**config.mk**
```make
export PLATFORM = sky130hd
export DESIGN_NAME = uart_rx_char_feeder
export DESIGN_NICKNAME = d
export VERILOG_FILES = /design/src/rtl/uart_rx_char_feeder.sv
export SDC_FILE = /design/constraint.sdc
export NUM_CORES = 1
export LEC_CHECK = 0
export BUFFER_PORTS_ARGS = -buffer_cell sky130_fd_sc_hd__buf_2
export CAP_MARGIN = 15
export CORE_MARGIN = 8
export CORE_UTILIZATION = 55
export DETAILED_ROUTE_END_ITERATION = 8
export PLACE_DENSITY = 0.72
export SETUP_SLACK_MARGIN = 0.15
export SLEW_MARGIN = 20
export SYNTH_ARGS = -nofsm -noshare
export SYNTH_HDL_FRONTEND = slang
export SYNTH_SLANG_ARGS = --single-unit
```
**constraint.sdc**
```tcl
create_clock -name clk -period 2.44 [get_ports clk]
set_input_delay 0.488 -clock clk [delete_from_list [all_inputs] [get_ports clk]]
set_output_delay 0.488 -clock clk [all_outputs]
set_load 0.005 [all_outputs]
```
**src/rtl/uart_rx_char_feeder.sv**
```systemverilog
// uart_rx_char_feeder: 8N1 UART receiver, byte FIFO and renderer strobe.
// Turns a serial byte stream into one clean char/en pulse per character.
//
// Ports:
//   clk        system clock, rising edge
//   reset_n    asynchronous active-low reset
//   rx         asynchronous UART line, idles high
//   char       character presented to the renderer
//   en         strobe, renderer consumes on its rising edge
//   frame_err  one-cycle pulse, stop bit sampled low
//   overflow   one-cycle pulse, byte dropped on a full FIFO
//   fifo_count bytes currently held in the FIFO
module uart_rx_char_feeder #(
  parameter int CLK_FREQ   = 100_000_000,
  parameter int BAUD       = 9600,
  parameter int FIFO_DEPTH = 4,
  parameter int EN_HIGH    = 2,
  parameter int EN_LOW     = 2
) (
  input  logic                          clk,
  input  logic                          reset_n,
  input  logic                          rx,
  output logic [7:0]                    char,
  output logic                          en,
  output logic                          frame_err,
  output logic                          overflow,
  output logic [$clog2(FIFO_DEPTH):0]   fifo_count
);

  localparam int DIV = CLK_FREQ / (BAUD * 16);
  localparam int DW  = (DIV > 1) ? $clog2(DIV) : 1;
  localparam int AW  = $clog2(FIFO_DEPTH);
  localparam int HL  = (EN_HIGH > EN_LOW) ? EN_HIGH : EN_LOW;
  localparam int HW  = $clog2(HL + 1);
  localparam logic [AW:0] FULLV = (AW+1)'(FIFO_DEPTH);

  typedef enum logic [2:0] {
    IDLE, START, DATA, STOP, WAIT_IDLE
  } rx_state_t;

  typedef enum logic [1:0] {
    O_IDLE, O_HIGH, O_LOW
  } out_state_t;

  logic          rx_meta;
  logic          rx_s;
  rx_state_t     state;
  logic [DW-1:0] div_cnt;
  logic          tick;
  logic [3:0]    tcnt;
  logic [2:0]    bcnt;
  logic [7:0]    shreg;
  logic          push;

  logic [7:0]    mem [FIFO_DEPTH];
  logic [AW-1:0] wptr;
  logic [AW-1:0] rptr;
  logic          full;
  logic          pop;
  logic          wr;

  out_state_t    ostate;
  logic [HW-1:0] hcnt;

  always_ff @(posedge clk or negedge reset_n) begin
    if (!reset_n) begin
      rx_meta <= 1'b1;
      rx_s    <= 1'b1;
    end else begin
      rx_meta <= rx;
      rx_s    <= rx_meta;
    end
  end

  assign tick = (div_cnt == DW'(DIV - 1));

  // push is registered: the FIFO write lands one edge after the
  // stop-bit sample, with shreg still holding the byte.
  always_ff @(posedge clk or negedge reset_n) begin
    if (!reset_n) begin
      state     <= IDLE;
      div_cnt   <= '0;
      tcnt      <= '0;
      bcnt      <= '0;
      shreg     <= '0;
      push      <= 1'b0;
      frame_err <= 1'b0;
    end else begin
      push      <= 1'b0;
      frame_err <= 1'b0;
      div_cnt   <= tick ? '0 : div_cnt + 1'b1;
      unique case (state)
        IDLE: begin
          if (!rx_s) begin
            state   <= START;
            div_cnt <= '0;
            tcnt    <= '0;
          end
        end
        START: begin
          if (tick) begin
            tcnt <= tcnt + 4'd1;
            if (tcnt == 4'd7) begin
              tcnt  <= '0;
              bcnt  <= '0;
              state <= rx_s ? IDLE : DATA;
            end
          end
        end
        DATA: begin
          if (tick) begin
            tcnt <= tcnt + 4'd1;
            if (tcnt == 4'd15) begin
              shreg <= {rx_s, shreg[7:1]};
              bcnt  <= bcnt + 3'd1;
              if (bcnt == 3'd7) state <= STOP;
            end
          end
        end
        STOP: begin
          if (tick) begin
            tcnt <= tcnt + 4'd1;
            if (tcnt == 4'd15) begin
              if (rx_s) begin
                push  <= 1'b1;
                state <= IDLE;
              end else begin
                frame_err <= 1'b1;
                state     <= WAIT_IDLE;
              end
            end
          end
        end
        WAIT_IDLE: begin
          if (rx_s) state <= IDLE;
        end
        default: state <= IDLE;
      endcase
    end
  end

  assign full = (fifo_count == FULLV);
  assign pop  = (ostate == O_IDLE) && (fifo_count != '0);
  assign wr   = push && (!full || pop);

  always_ff @(posedge clk) begin
    if (wr) mem[wptr] <= shreg;
  end

  always_ff @(posedge clk or negedge reset_n) begin
    if (!reset_n) begin
      wptr       <= '0;
      rptr       <= '0;
      fifo_count <= '0;
      overflow   <= 1'b0;
    end else begin
      overflow <= push && full && !pop;
      if (wr)  wptr <= wptr + 1'b1;
      if (pop) rptr <= rptr + 1'b1;
      unique case ({wr, pop})
        2'b10:   fifo_count <= fifo_count + 1'b1;
        2'b01:   fifo_count <= fifo_count - 1'b1;
        default: fifo_count <= fifo_count;
      endcase
    end
  end

  always_ff @(posedge clk or negedge reset_n) begin
    if (!reset_n) begin
      ostate <= O_IDLE;
      char   <= 8'h00;
      en     <= 1'b0;
      hcnt   <= '0;
    end else begin
      unique case (ostate)
        O_IDLE: begin
          if (pop) begin
            char   <= mem[rptr];
            en     <= 1'b1;
            hcnt   <= '0;
            ostate <= O_HIGH;
          end
        end
        O_HIGH: begin
          if (hcnt == HW'(EN_HIGH - 1)) begin
            en     <= 1'b0;
            hcnt   <= '0;
            ostate <= O_LOW;
          end else begin
            hcnt <= hcnt + 1'b1;
          end
        end
        O_LOW: begin
          if (hcnt == HW'(EN_LOW - 1)) begin
            hcnt   <= '0;
            ostate <= O_IDLE;
          end else begin
            hcnt <= hcnt + 1'b1;
          end
        end
        default: ostate <= O_IDLE;
      endcase
    end
  end

endmodule

```
### Word level (Yosys, flattened, before mapping)

Memories as Yosys holds them, arrays and structs flattened. A register that Yosys moved wholly into a read port is not among the register bits.
Cells that the tools add are included.

* register bits: 45
* output and inout bits: 14
* logic and storage cells: 124
* memories: 1
* memory bits (writable): 32
* ROM bits: 0
* bits in latches: 0

* add/sub/neg operators: 8
* div/mod/pow operators: 0
* shifts and indexed selects: 0
* mux-type cells: 46
* magnitude comparators: 0
* bitwise logic cells: 0
* equality and inequality tests: 27
* $mul: 0
* reductions and logical operators: 26

Memory list
* mem: words 4, bits a word 8, read ports 1, clocked after memory_dff 1, write ports 1, RTL line 55 `logic [7:0] mem [FIFO_DEPTH];`

Operators by type and width (count)
* $mux 3: 14
* $mux 10: 3
* $ne 2x2->1 const B: 12
* $mux 4: 4
* $pmux 3 s5: 1
* $mux 1: 12
* $mux 2: 6
* $pmux 3 s2: 2
* $pmux 4 s3: 1
* $add 10x1->10 const B: 1
* $eq 10x10->1 const B: 1
* $eq 3x3->1 const B: 3
* $reduce_and 3->1: 3
* $reduce_and 9->1: 1
* $reduce_bool 2->1: 4
* $add 2x1->2 const B: 3
* $add 3x1->3 const B: 2
* $eq 2x1->1 const B: 3
* $eq 3x2->1 const B: 2
* $pmux 2 s3: 1
* $reduce_bool 3->1: 2
* $reduce_and 5->1: 1
* $add 4x1->4 const B: 1
* $eq 2x2->1 const B: 2
* 15 further kinds: 22

### Longest topological paths before layout

* depth after elaboration: 6
* depth in mapped cells: 10

### Least setup slack after synthesis

OpenSTA, ideal clock, no wires.

* kind: reg-to-reg
* start: reg ostate[0]
* end: reg fifo_count[1]
* slack: 56 ps
* clock period less this slack: 2384 ps
* stages on the path, launching flop included: 11
* path buffers: 1
* required time: 2353 ps
* arrival: 2297 ps
* cells stage by stage: dfrtp_1 > inv_1 > ha_1 > clkbuf_1 > o31ai_1 > or2_2 > fa_1 > o21bai_1 > a31oi_1 > o21ai_0 > a22oi_1

* cells in the longest elaborated chain, start to end: 6
* elaborated cells on any way between the ends: 8
* classes of those cells: eq/ne (2); mux (1); reduce/logical (5)

Ends and longest elaborated chain
* start: declaration: RTL line 62 `out_state_t ostate;`
* start signal: assignment: RTL line 170 `ostate <= O_IDLE;`
* start signal: assignment: RTL line 181 `ostate <= O_HIGH;`
* start signal: assignment: RTL line 188 `ostate <= O_LOW;`
* $logic_not 2->1 *: RTL line 143 `assign pop = (ostate == O_IDLE) && (fifo_count != '0);`
* $logic_and 1x1->1 *: RTL line 143
* $logic_or 1x1->1: RTL line 144 `assign wr = push && (!full || pop);`
* $logic_and 1x1->1: RTL line 144
* $eq 2x1->1 / $eq 2x2->1 (equally long branches): RTL line 160 `unique case ({wr, pop})`
* $pmux 3 s2 / $reduce_bool 2->1 (equally long branches)
* end signal: assignment: RTL line 161 `2'b10: fifo_count <= fifo_count + 1'b1;`
* end signal: assignment: RTL line 162 `2'b01: fifo_count <= fifo_count - 1'b1;`
* end signal: assignment: RTL line 163 `default: fifo_count <= fifo_count;`
* end: declaration: RTL line 27 `output logic [$clog2(FIFO_DEPTH):0] fifo_count`

Mark *: on every way between the ends. The rest lies on a longest branch, timed or not.
A chain may end at the register's enable or synchronous reset.

### Worst setup path in the final report

* start: reg div_cnt[4]
* end: reg state[2]

* cells in the longest elaborated chain, start to end: 3
* elaborated cells on any way between the ends: 5
* classes of those cells: eq/ne (4); reduce/logical (1)

Ends and longest elaborated chain
* start: declaration: RTL line 48 `logic [DW-1:0] div_cnt;`
* start signal: assignment: RTL line 91 `div_cnt <= tick ? '0 : div_cnt + 1'b1;`
* $eq 10x10->1 *: RTL line 75 `assign tick = (div_cnt == DW'(DIV - 1));`
* $ne 2x2->1 (no source line)
* $reduce_and 9->1 (no source line) *
* end signal: assignment: RTL line 106 `state <= rx_s ? IDLE : DATA;`
* end: declaration: RTL line 47 `rx_state_t state;`

Marks and branches as above.

==> flow_metrics.env <==
export IMPL_placementRows=30
export IMPL_r2r_end="state[2]"
export IMPL_critPathMaxFanout=4
export IMPL_timing_rr_start="div_cnt[4]"
export IMPL_rsz0062_at_grt="yes"
export IMPL_start_util_pct=56.03
export IMPL_wl_met1_um=2700
export IMPL_via_count=2179
export IMPL_antenna_found_initial=0
export IMPL_p_per_area_nw_per_um2=579.0
export IMPL_startpoint_type="flip-flop"
export IMPL_final_max_slew_viol_count=0
export IMPL_nets=323
export IMPL_final_min_clock_period_ns=2.248
export IMPL_synth_top_family_by_area="simple AND/OR/NAND/NOR gates"
export IMPL_holdWs_ns=0.09591
export IMPL_cts_buffers_inserted=9
export IMPL_synth_compound_area_share_pct=5.450
export IMPL_totalWireLength_um=5902
export IMPL_met3_length_um=233
export IMPL_dr_wl_met2_um=2866
export IMPL_wire_per_inst_um=15.06
export IMPL_synth_flop_cell="dfrtp_1"
export IMPL_syn_area_um2=3765
export IMPL_vias_per_cell=5.559
export IMPL_core_um2=6719
export IMPL_cts_buffer_depth=2
export IMPL_insertion_delay_ns=0.35
export IMPL_finalPower_mw=2.434
export IMPL_grt_usage_pct=13.06
export IMPL_fin_skew_ns=0.01211
export IMPL_fin_util_pct=62.57
export IMPL_yosys_warnings=0
export IMPL_top_layer="met4"
export IMPL_syn_num_nets=297
export IMPL_synth_edf_count=32
export IMPL_hpwlAfterDp_um=4129
export IMPL_place_congestion=0.8275
export IMPL_async_flop_share_pct=62.35
export IMPL_finalSetupTns_ns=0
export IMPL_root_buffer="clkbuf_8"
export IMPL_die_h_um=98.74
export IMPL_cts_tree="built"
export IMPL_drive_above_1_share_pct=27.24
export IMPL_slew_limit_headroom_pct=59.99
export IMPL_cp_arrival_ns=2.53
export IMPL_hold_path_class="in2async"
export IMPL_synthXorXnorAreaFrac_pct=3.490
export IMPL_worstRegToRegCells=5
export IMPL_synthCells=281
export IMPL_min_period_over_period_pct=92.12
export IMPL_grt_ovfl_total=0
export IMPL_n_fill_cell=493
export IMPL_place_port_buffers=16
export IMPL_grt_pass1_wl_um=10070
export IMPL_cts_max_level=3
export IMPL_syn_avg_cell_area_um2=13.40
export IMPL_ff2ff_setup_slack_ns=0.19
export IMPL_grt_max_degree=24
export IMPL_cp_end_kind="flip-flop"
export IMPL_status="finished clean"
export IMPL_first_global_vias=2131
export IMPL_hold_viol=0
export IMPL_p_leak_nw=1.747
export IMPL_setup_viol=0
export IMPL_ys_seq_elements=85
export IMPL_synth_cell_types=50
export IMPL_antenna_cells=0
export IMPL_drt_iter0_drc=55
export IMPL_ir_drop_mv=0.2784
export IMPL_synthMuxAreaShare_pct=11.03
export IMPL_cts_sinks=85
export IMPL_ant_nets=0
export IMPL_max_freq_mhz=444.9
export IMPL_ys_seq_area_share_pct=60.82
export IMPL_critPathKind="reg2reg"
export IMPL_drc=0
export IMPL_worstPathRequired_ns=2.72
export IMPL_synth_simple_area_share_pct=12.36
export IMPL_num_io_pins=17
export IMPL_cts_hold_buffers=0
export IMPL_place_ws_ns=0.1093
export IMPL_path_clk_slew_ns=0.09
export IMPL_worst_pin_slew_ns=0.6002
export IMPL_maxCapViolCount=0
export IMPL_fin_ws_ns=0.1922
export IMPL_syn_to_final_growth_pct=11.66
export IMPL_fp_dieW_um=98.74
export IMPL_die_area_um2=9749
export IMPL_synth_adder_area_share_pct=4.520
export IMPL_drtPass1Iterations=4
how the worst max path moves through the flow:
stage,start,to,depth (start not counted)
6_report,div_cnt[4],state[2],5
5_1_grt,ostate[1],fifo_count[1],9
4_1_cts,ostate[0],fifo_count[1],9
3_5_place_dp,ostate[0],fifo_count[1],9
3_3_place_gp,div_cnt[4],shreg[0],4
2_1_floorplan,ostate[0],fifo_count[1],10
cells in the final DEF (no fill, tap or decap), types with 3 or more instances in the layout:
| cell | count |
|---|---|
| clkbuf_8 | 9 |
| ha_1 | 11 |
| nand2b_1 | 3 |
| dfrtp_1 | 51 |
| edfxtp_1 | 32 |
| nand2_1 | 13 |
| nor3_1 | 4 |
| inv_1 | 11 |
| mux2_2 | 20 |
| xnor2_1 | 11 |
| mux4_2 | 8 |
| and3_1 | 3 |
| buf_4 | 9 |
| nand3_1 | 9 |
| nor2_1 | 25 |
| nor2b_1 | 4 |
| clkinv_4 | 3 |
| o21ai_0 | 7 |
| nor4b_1 | 3 |
| buf_2 | 16 |
| and2_1 | 7 |
| xor2_1 | 4 |
Yosys cell counts, types with 2 or more instances:
cell / instances / area, um2
and3_1: 3 / 18.77
o32ai_1: 2 / 17.52
inv_1: 13 / 48.80
xor2_1: 4 / 35.03
o31ai_1: 2 / 15.01
a21oi_1: 2 / 10.01
or3_1: 2 / 12.51
dfstp_2: 2 / 52.55
o21bai_1: 2 / 15.01
or4_1: 2 / 15.01
o21ai_0: 8 / 40.04
nor2_1: 26 / 97.59
nand2_1: 13 / 48.80
clkbuf_1: 7 / 26.28
nand3_1: 9 / 45.04
xnor2_1: 11 / 96.34
a2bb2oi_1: 2 / 17.52
nor2b_1: 4 / 25.02
nand3b_1: 2 / 15.01
nor4b_1: 3 / 26.28
mux4_2: 8 / 180.2
or2_2: 2 / 12.51
nor3_1: 4 / 20.02
mux2_2: 20 / 225.2
edfxtp_1: 32 / 960.9
nand2b_1: 3 / 18.77
buf_1: 2 / 7.510
ha_1: 12 / 150.1
dfrtp_1: 51 / 1276
a31oi_1: 2 / 12.51
and2_1: 7 / 43.79
critical path, stage by stage (launching register included):
cell     delay [ns]
dfrtp_1        0.41
or4b_4         0.55
or3_4          0.40
buf_4          0.16
or4_4          0.53
a21oi_2        0.13
power breakdown:
group          switching, mW  internal (mW)  leakage, nW  total (mW)
registers            0.00224           1.47        0.939        1.48
clock network          0.541          0.394       0.0947       0.935
logic                 0.0182        0.00382        0.714      0.0221
total                  0.562           1.87         1.75        2.43
registers in the layout, summed over array words and instances, names as in the netlist, 3 cells and up:
signal and cells:
mem 32, tcnt 4, fifo_count 3, char 8, shreg 8, div_cnt 10
bcnt 3, state 3
cells by family after synthesis:
group                    count (synthesis)
AND/OR/NAND/NOR                         87
flip-flops                              85
AO/OA/AOI/OAI                           29
multiplexers                            29
buffers and inverters                   23
XOR/XNOR                                15
adder cells (fa/ha/maj)                 13
per-stage QoR:
| step | std cells | cell area, um2 |
|---|---|---|
| 6_report | 392 | 4204 |
| 5_1_grt | 392 | 4204 |
| 4_1_cts | 388 | 4150 |
| 3_5_place_dp | 372 | 3949 |
| 3_3_place_gp | 372 | 3949 |
| 2_1_floorplan | 281 | 3766 |
routing by layer:
layer / vias up / track usage, %
met5: - / 0
met4: 0 / 6.375
met3: 10 / 3.242
met1: 1077 / 15.90
li1: 1059 / -
met2: 33 / 21.25
cell type report:
class | instances | area [um2] | area share [%]
repair buffers | 25 | 147.6 | 3.512
well taps | 80 | 100.1 | 2.381
clock buffers | 9 | 123.9 | 2.946
inverters | 13 | 48.80 | 1.161
clock inverters | 7 | 70.07 | 1.667
multi-input cells | 173 | 1424 | 33.87
flip-flops and latches | 85 | 2290 | 54.46
repair_timing:
action / 4_1_cts / 5_1_grt
resized for setup: 2 / 8
pin swaps: 1 / 2
hold endpoints to repair: 0 / 0
setup endpoints to repair: 10 / 17
buffers inserted: 0 / 4
(Power assumes the default switching activity.)
